### src/rtl/mac_seq_pkg.sv
`default_nettype none
// ============================================================================
//  Module      : mac_seq_pkg
//  Description : Shared types and constants for the MAC dot-product sequencer.
//  Revision    : 1.0  initial release
// ============================================================================
package mac_seq_pkg;

    localparam int OUT_SEL_MAX = 16;
    localparam int LEN_W       = 4;
    localparam int DATA_W      = 4;
    localparam int SEL_W       = 6;

    typedef enum logic [1:0] {
        IDLE = 2'd0,
        RUN  = 2'd1,
        CAPT = 2'd2,
        RESP = 2'd3
    } state_t;

    // Window selects beyond the top of the accumulator window collapse to the maximum.
    function automatic logic [SEL_W-1:0] clamp_sel(input logic [SEL_W-1:0] sel);
        return (sel > SEL_W'(OUT_SEL_MAX)) ? SEL_W'(OUT_SEL_MAX) : sel;
    endfunction

endpackage
`default_nettype wire

### src/rtl/mac_dot_seq.sv
`default_nettype none
// ============================================================================
//  Module      : mac_dot_seq
//  Description : Job sequencer for a 4-bit MAC. Accepts a job command, streams
//                operand pairs into the MAC, captures the MAC output and
//                presents it on a result handshake. No arithmetic on MAC data.
//  Revision    : 1.0  initial release
// ============================================================================
module mac_dot_seq
    import mac_seq_pkg::*;
(
    input  logic              MAC_ACC_CLK,
    input  logic              MAC_SEQ_RST,

    input  logic              CMD_VALID,
    output logic              CMD_READY,
    input  logic [LEN_W-1:0]  CMD_LEN,
    input  logic [SEL_W-1:0]  CMD_OUT_SEL,
    input  logic              CMD_TC,
    input  logic              CMD_SAT,
    input  logic              CMD_RND,

    input  logic              PAIR_VALID,
    output logic              PAIR_READY,
    input  logic [DATA_W-1:0] PAIR_OPER,
    input  logic [DATA_W-1:0] PAIR_COEF,

    output logic              RES_VALID,
    input  logic              RES_READY,
    output logic [DATA_W-1:0] RES_DATA,

    output logic [DATA_W-1:0] MAC_OPER_DATA,
    output logic [DATA_W-1:0] MAC_COEF_DATA,
    output logic              EFPGA_MATHB_CLK_EN,
    output logic              MAC_ACC_CLEAR,
    output logic              MAC_ACC_RND,
    output logic              MAC_ACC_SAT,
    output logic              MAC_TC,
    output logic [SEL_W-1:0]  MAC_OUT_SEL,
    input  logic [DATA_W-1:0] MAC_OUT
);

    state_t             state;
    logic [LEN_W-1:0]   pair_cnt;    // pairs still to accept, minus one
    logic [SEL_W-1:0]   job_sel;
    logic               job_tc;
    logic               job_sat;
    logic               job_rnd;
    logic               first_pair;  // next accepted pair opens the accumulation
    logic [DATA_W-1:0]  res_data;

    logic               pair_fire;

    // Sequencer state, job registers and result capture.
    always_ff @(posedge MAC_ACC_CLK) begin
        if (MAC_SEQ_RST) begin
            state      <= IDLE;
            pair_cnt   <= '0;
            job_sel    <= '0;
            job_tc     <= 1'b0;
            job_sat    <= 1'b0;
            job_rnd    <= 1'b0;
            first_pair <= 1'b0;
            res_data   <= '0;
        end else begin
            case (state)
                IDLE: begin
                    if (CMD_VALID) begin
                        // The counter doubles as the registered job length.
                        pair_cnt   <= CMD_LEN;
                        job_sel    <= clamp_sel(CMD_OUT_SEL);
                        job_tc     <= CMD_TC;
                        job_sat    <= CMD_SAT;
                        job_rnd    <= CMD_RND;
                        first_pair <= 1'b1;
                        state      <= RUN;
                    end
                end
                RUN: begin
                    if (PAIR_VALID) begin
                        first_pair <= 1'b0;
                        if (pair_cnt == '0) begin
                            state <= CAPT;
                        end else begin
                            pair_cnt <= pair_cnt - LEN_W'(1);
                        end
                    end
                end
                CAPT: begin
                    // The accumulator took the last pair at the previous edge,
                    // so MAC_OUT is final throughout this cycle.
                    res_data <= MAC_OUT;
                    state    <= RESP;
                end
                RESP: begin
                    if (RES_READY) begin
                        state <= IDLE;
                    end
                end
                default: state <= IDLE;
            endcase
        end
    end

    // Handshake and MAC control decode from the state and job registers.
    always_comb begin
        CMD_READY          = (state == IDLE);
        PAIR_READY         = (state == RUN);
        RES_VALID          = (state == RESP);
        pair_fire          = PAIR_READY & PAIR_VALID;
        EFPGA_MATHB_CLK_EN = pair_fire;
        MAC_ACC_CLEAR      = pair_fire & first_pair & ~job_rnd;
        MAC_ACC_RND        = pair_fire & first_pair &  job_rnd;
        MAC_OPER_DATA      = PAIR_OPER;
        MAC_COEF_DATA      = PAIR_COEF;
        MAC_OUT_SEL        = job_sel;
        MAC_TC             = job_tc;
        MAC_ACC_SAT        = job_sat;
        RES_DATA           = res_data;
    end

endmodule
`default_nettype wire

### config.mk
export PLATFORM = sky130hd
export DESIGN_NAME = mac_dot_seq
export DESIGN_NICKNAME = d
export VERILOG_FILES = /design/src/rtl/mac_seq_pkg.sv /design/src/rtl/mac_dot_seq.sv
export SDC_FILE = /design/constraint.sdc
export NUM_CORES = 1
export LEC_CHECK = 0
export CAP_MARGIN = 20
export CELL_PAD_IN_SITES_DETAIL_PLACEMENT = 1
export CELL_PAD_IN_SITES_GLOBAL_PLACEMENT = 2
export CORE_UTILIZATION = 19
export CTS_CLUSTER_DIAMETER = 50
export CTS_CLUSTER_SIZE = 8
export DETAILED_ROUTE_END_ITERATION = 6
export PLACE_DENSITY_LB_ADDON = 0.1
export SLEW_MARGIN = 20
export SYNTH_ARGS = -nofsm -noshare
export SYNTH_HDL_FRONTEND = slang
export SYNTH_SLANG_ARGS = --single-unit
### constraint.sdc
create_clock -name MAC_ACC_CLK -period 1.35 [get_ports MAC_ACC_CLK]
set_input_delay 0.135 -clock MAC_ACC_CLK [delete_from_list [all_inputs] [get_ports MAC_ACC_CLK]]
set_output_delay 0.135 -clock MAC_ACC_CLK [all_outputs]
set_load 0.005 [all_outputs]
==> metrics.log <==
[metrics] run status: finished, violations left
[metrics] violations in the final reports: setup timing
[metrics] count leader, synth: sky130_fd_sc_hd__dfxtp_1
[metrics] hold violation total from the final report: 0
[metrics] Max Transition Viols Final: 0
[metrics] number of warnings printed during yosys synthesis: 0
[metrics] clock root cell: sky130_fd_sc_hd__clkbuf_8
[metrics] Netlist cell types: 35
[metrics] vias in the first global route: about 1.1k
[metrics] count of buffers from port buffering: 39
[metrics] GRT overflow: 0
[metrics] number of standard cells after synthesis: 119
[metrics] count of pins on the block boundary: 56
[metrics] number of flops mapped to enable cells by yosys: 0
[metrics] WP depth: 8
[metrics] FFs w/ async S/R, synth: 0%
[metrics] number of antenna violations at the first check in global routing: 0
[metrics] number of max-cap violations: 0
[metrics] register area: 405 sq um
[metrics] maximum number of buffers from clock root to sink: 2
[metrics] list of most frequent post-synthesis cells: 20 x sky130_fd_sc_hd__dfxtp_1, 16 x sky130_fd_sc_hd__nor2_1, 9 x sky130_fd_sc_hd__nand2_1
[metrics] switch share: 37.7%
[metrics] highest-delay cell along the critical path: sky130_fd_sc_hd__dfxtp_2
[metrics] Pwr per Cell Area: between 1500 and 2000 nW/um^2
[metrics] CP top delay family: compound AO/OA/AOI/OAI gates
[metrics] ordered cell list for the critical path: inv_2 > buf_6 > ha_4 > buf_8 > nand2b_4 > o211ai_1 > a211o_1 > a21oi_2
[metrics] mean instance size in the synthesized netlist: around 9.2 sq um
[metrics] largest fanout of any net on the critical path: 5
[metrics] global-route wire length before repair: about 5500 microns
[metrics] share of the core filled with cells: 34.7%
[metrics] number of nets in the finished design: roughly 220
[metrics] power share of the combinational group: 65.4%
[metrics] H-tree depth: 1
[metrics] final weighted congestion in routability-driven placement: between 0.7 and 0.8
[metrics] Cell Int Power: roughly 2300 uW
[metrics] fraction of final layout cells with drive strength greater than 1: between 40% and 50%
[metrics] # rows: 27
[metrics] Wirelength per Cell: 13.1 microns
[metrics] count of buffer and inverter cells on the critical path: 3
[metrics] reported leakage power: 0.000746 uW
[metrics] data arrival time of the critical path: between 1500 and 2000 ps
[metrics] fmax: around 670 MHz
[metrics] chip height: ~78 microns
[metrics] total power after layout: roughly 3700 uW
[metrics] cell count of the worst reg-to-reg path: 8
[metrics] launching instance or port of the critical path: state[1]
[metrics] overall routing resource usage: roughly 11%
[metrics] filler cell count: 640
[metrics] setup repair after global routing missed its margin: true
[metrics] clock insertion delay at the later pin of the skew report: approximately 260 ps
[metrics] Max transition margin: approximately 74%
[metrics] Ant. Diodes: 0
[metrics] Post-Syn Nets: around 160
[metrics] total via count in the routed design: 1059
[metrics] register area share after synthesis: between 30% and 40%
[metrics] post-detailed-placement half-perimeter wirelength: approximately 2400 microns
[metrics] peak supply drop: approximately 0.52 mV
[metrics] Setup Crit Path Kind: flip-flop to flip-flop
[metrics] clock network fraction of total power: a little over a tenth
[metrics] Syn Std Cell Area: around 1100 sq um
[metrics] CTS tree: built
[metrics] area of the die: around 6000 sq um
[metrics] crit share post-route: 111%
[metrics] most common flop cell mapped by yosys: sky130_fd_sc_hd__dfxtp_1
[metrics] highest cell delay on the worst timing path: ~340 ps
[metrics] post-layout min period: ~1500 ps
[metrics] clock-pin transition on the worst setup and hold timing paths: roughly 80 ps
[metrics] total core area: around 5500 sq um
[metrics] Via-to-Cell Ratio: roughly 4.2
[metrics] share of Yosys cell area claimed by the top area cell type: ~37%
[metrics] ranking of synthesized cells by area: sky130_fd_sc_hd__dfxtp_1 37%, sky130_fd_sc_hd__ha_1 8.0%, sky130_fd_sc_hd__mux2i_1 6.4%
[metrics] die width: 77.7 microns
[metrics] category of the worst setup path capture point: flip-flop
[metrics] count of endpoints failing setup in the final report: 17
[metrics] Critical Path RT: between 1500 and 2000 ps
[metrics] Antenna Violating Nets Remaining: 0
[metrics] element type at the critical path start: flip-flop
[metrics] area growth from synthesis to final layout: 75.5%
[metrics] sequential power share: 23.7%
[metrics] footprint of the multi-input gates: between 700 and 800 sq um
[metrics] net switching power figure: around 1400 uW
[metrics] clock buffer count from CTS: 3
[metrics] worst r2r src: state[1]
[metrics] violation count after the first detailed-routing iteration: 20
[metrics] CTS sink cnt: 20
[metrics] DRT Wirelength: between 3000 and 4000 microns
[metrics] worst setup skew after layout: approximately 6.3 ps
[metrics] initial cell density of the core: slightly below 20%
[metrics] post-route standard cell area excluding fillers: approximately 1900 sq um
[metrics] largest net degree at the start of global routing: 11
[metrics] worst setup slack for register-to-register paths: -150 ps
[metrics] FF+latch count, synth: 20
[metrics] minimum setup slack in the final design: -146 ps
[metrics] dominant cell type by area after synthesis: sky130_fd_sc_hd__dfxtp_1
[metrics] worst hold slack across all endpoints: ~270 ps
[metrics] worst hold path class: primary input to output port
[metrics] area of placed instances: ~1600 sq um
[metrics] remaining routing DRC violations: 0
[metrics] total iterations of the first detailed-routing run: 4
[metrics] Reg-to-Reg End: pair_cnt[3]
[metrics] crit path capture: pair_cnt[3]
[metrics] Least-Margin Pin Slew: about 390 ps
## cells in the final DEF, fill, tap and decap left out, drive strengths merged, types with 2 or more instances in the layout
master / count
dfxtp: 20
and2: 2
inv: 7
clkdlybuf4s50: 33
nand2: 10
nor2: 16
nor3: 3
a22oi: 4
mux2i: 7
o21ai: 3
a21oi: 8
ha: 7
nor3b: 2
buf: 35
o32ai: 2
a211oi: 2
clkbuf: 4
nand2b: 5
## state kept, by name (all words and copies together) (netlist names)
signal / flops
MAC_ACC_SAT: 1
MAC_OUT_SEL: 6
MAC_TC: 1
RES_DATA: 4
first_pair: 1
job_rnd: 1
pair_cnt: 4
state: 2
## routing by layer
layer  vias up  track usage (%)  wire length (microns)
met3         4             2.82                    172
met5         -                0                      0
li1        523                -                      -
met4         0             3.58                     24
met2        30             18.0                   1500
met1       502             15.4                   1590
## repair_timing
item / CTS / global route
endpoints found under the setup margin: 21 / 25
resized for setup: 42 / 21
hold buffers: 0 / 0
pin swaps: 12 / 10
setup buffers: 7 / 5
## final cells by class
class	count	area share (%)
Sequential cell	20	21.2
Timing Repair Buffer	70	33.8
Clock buffer	3	2.16
Inverter	7	1.37
Multi-Input combinational cell	79	36.8
Tap cell	72	4.71
## cells by family (layout without fill, tap and decap cells)
kind of cell    count (synthesis)  after routing  synth area share (%)
mux                             7              7                  6.43
fa+ha+maj                       7              7                  8.04
buf+inv                        20             80                  12.1
flops                          20             20                  36.7
simple gates                   40             40                  20.0
xor+xnor                        1              1                 0.804
compound gates                 24             24                  16.0
## power groups by stage
stage | Combinational (uW) | Sequential, uW | Clock [uW]
floorplan | 995 | 869 | 0
detailed placement | 1750 | 872 | 0
global placement | 1710 | 867 | 0
finish | 2440 | 884 | 405
CTS | 2210 | 878 | 428
global route | 2660 | 910 | 455
## through the flow
step / setup slack, ps / setup TNS (ps) / instances
after floorplan: -20.6 / -20.6 / 119
after global placement: -199 / -1710 / 236
after detailed placement: -207 / -2120 / 236
after CTS: -168 / -1590 / 246
after global routing: -228 / -3070 / 251
final: -146 / -1610 / 251
## how the worst min path moves through the flow
| stage | from | to | slack [ps] | cells past startpoint |
|---|---|---|---|---|
| 2_1_floorplan | CMD_SAT | MAC_ACC_SAT | 270 | 2 |
| 3_3_place_gp | PAIR_COEF[3] | MAC_COEF_DATA[3] | 270 | 0 |
| 3_5_place_dp | PAIR_COEF[3] | MAC_COEF_DATA[3] | 270 | 0 |
| 4_1_cts | PAIR_COEF[3] | MAC_COEF_DATA[3] | 270 | 0 |
| 5_1_grt | PAIR_OPER[0] | MAC_OPER_DATA[0] | 270 | 0 |
| 6_report | PAIR_OPER[3] | MAC_OPER_DATA[3] | 270 | 0 |
No activity file was read; power rests on OpenSTA's default activity.
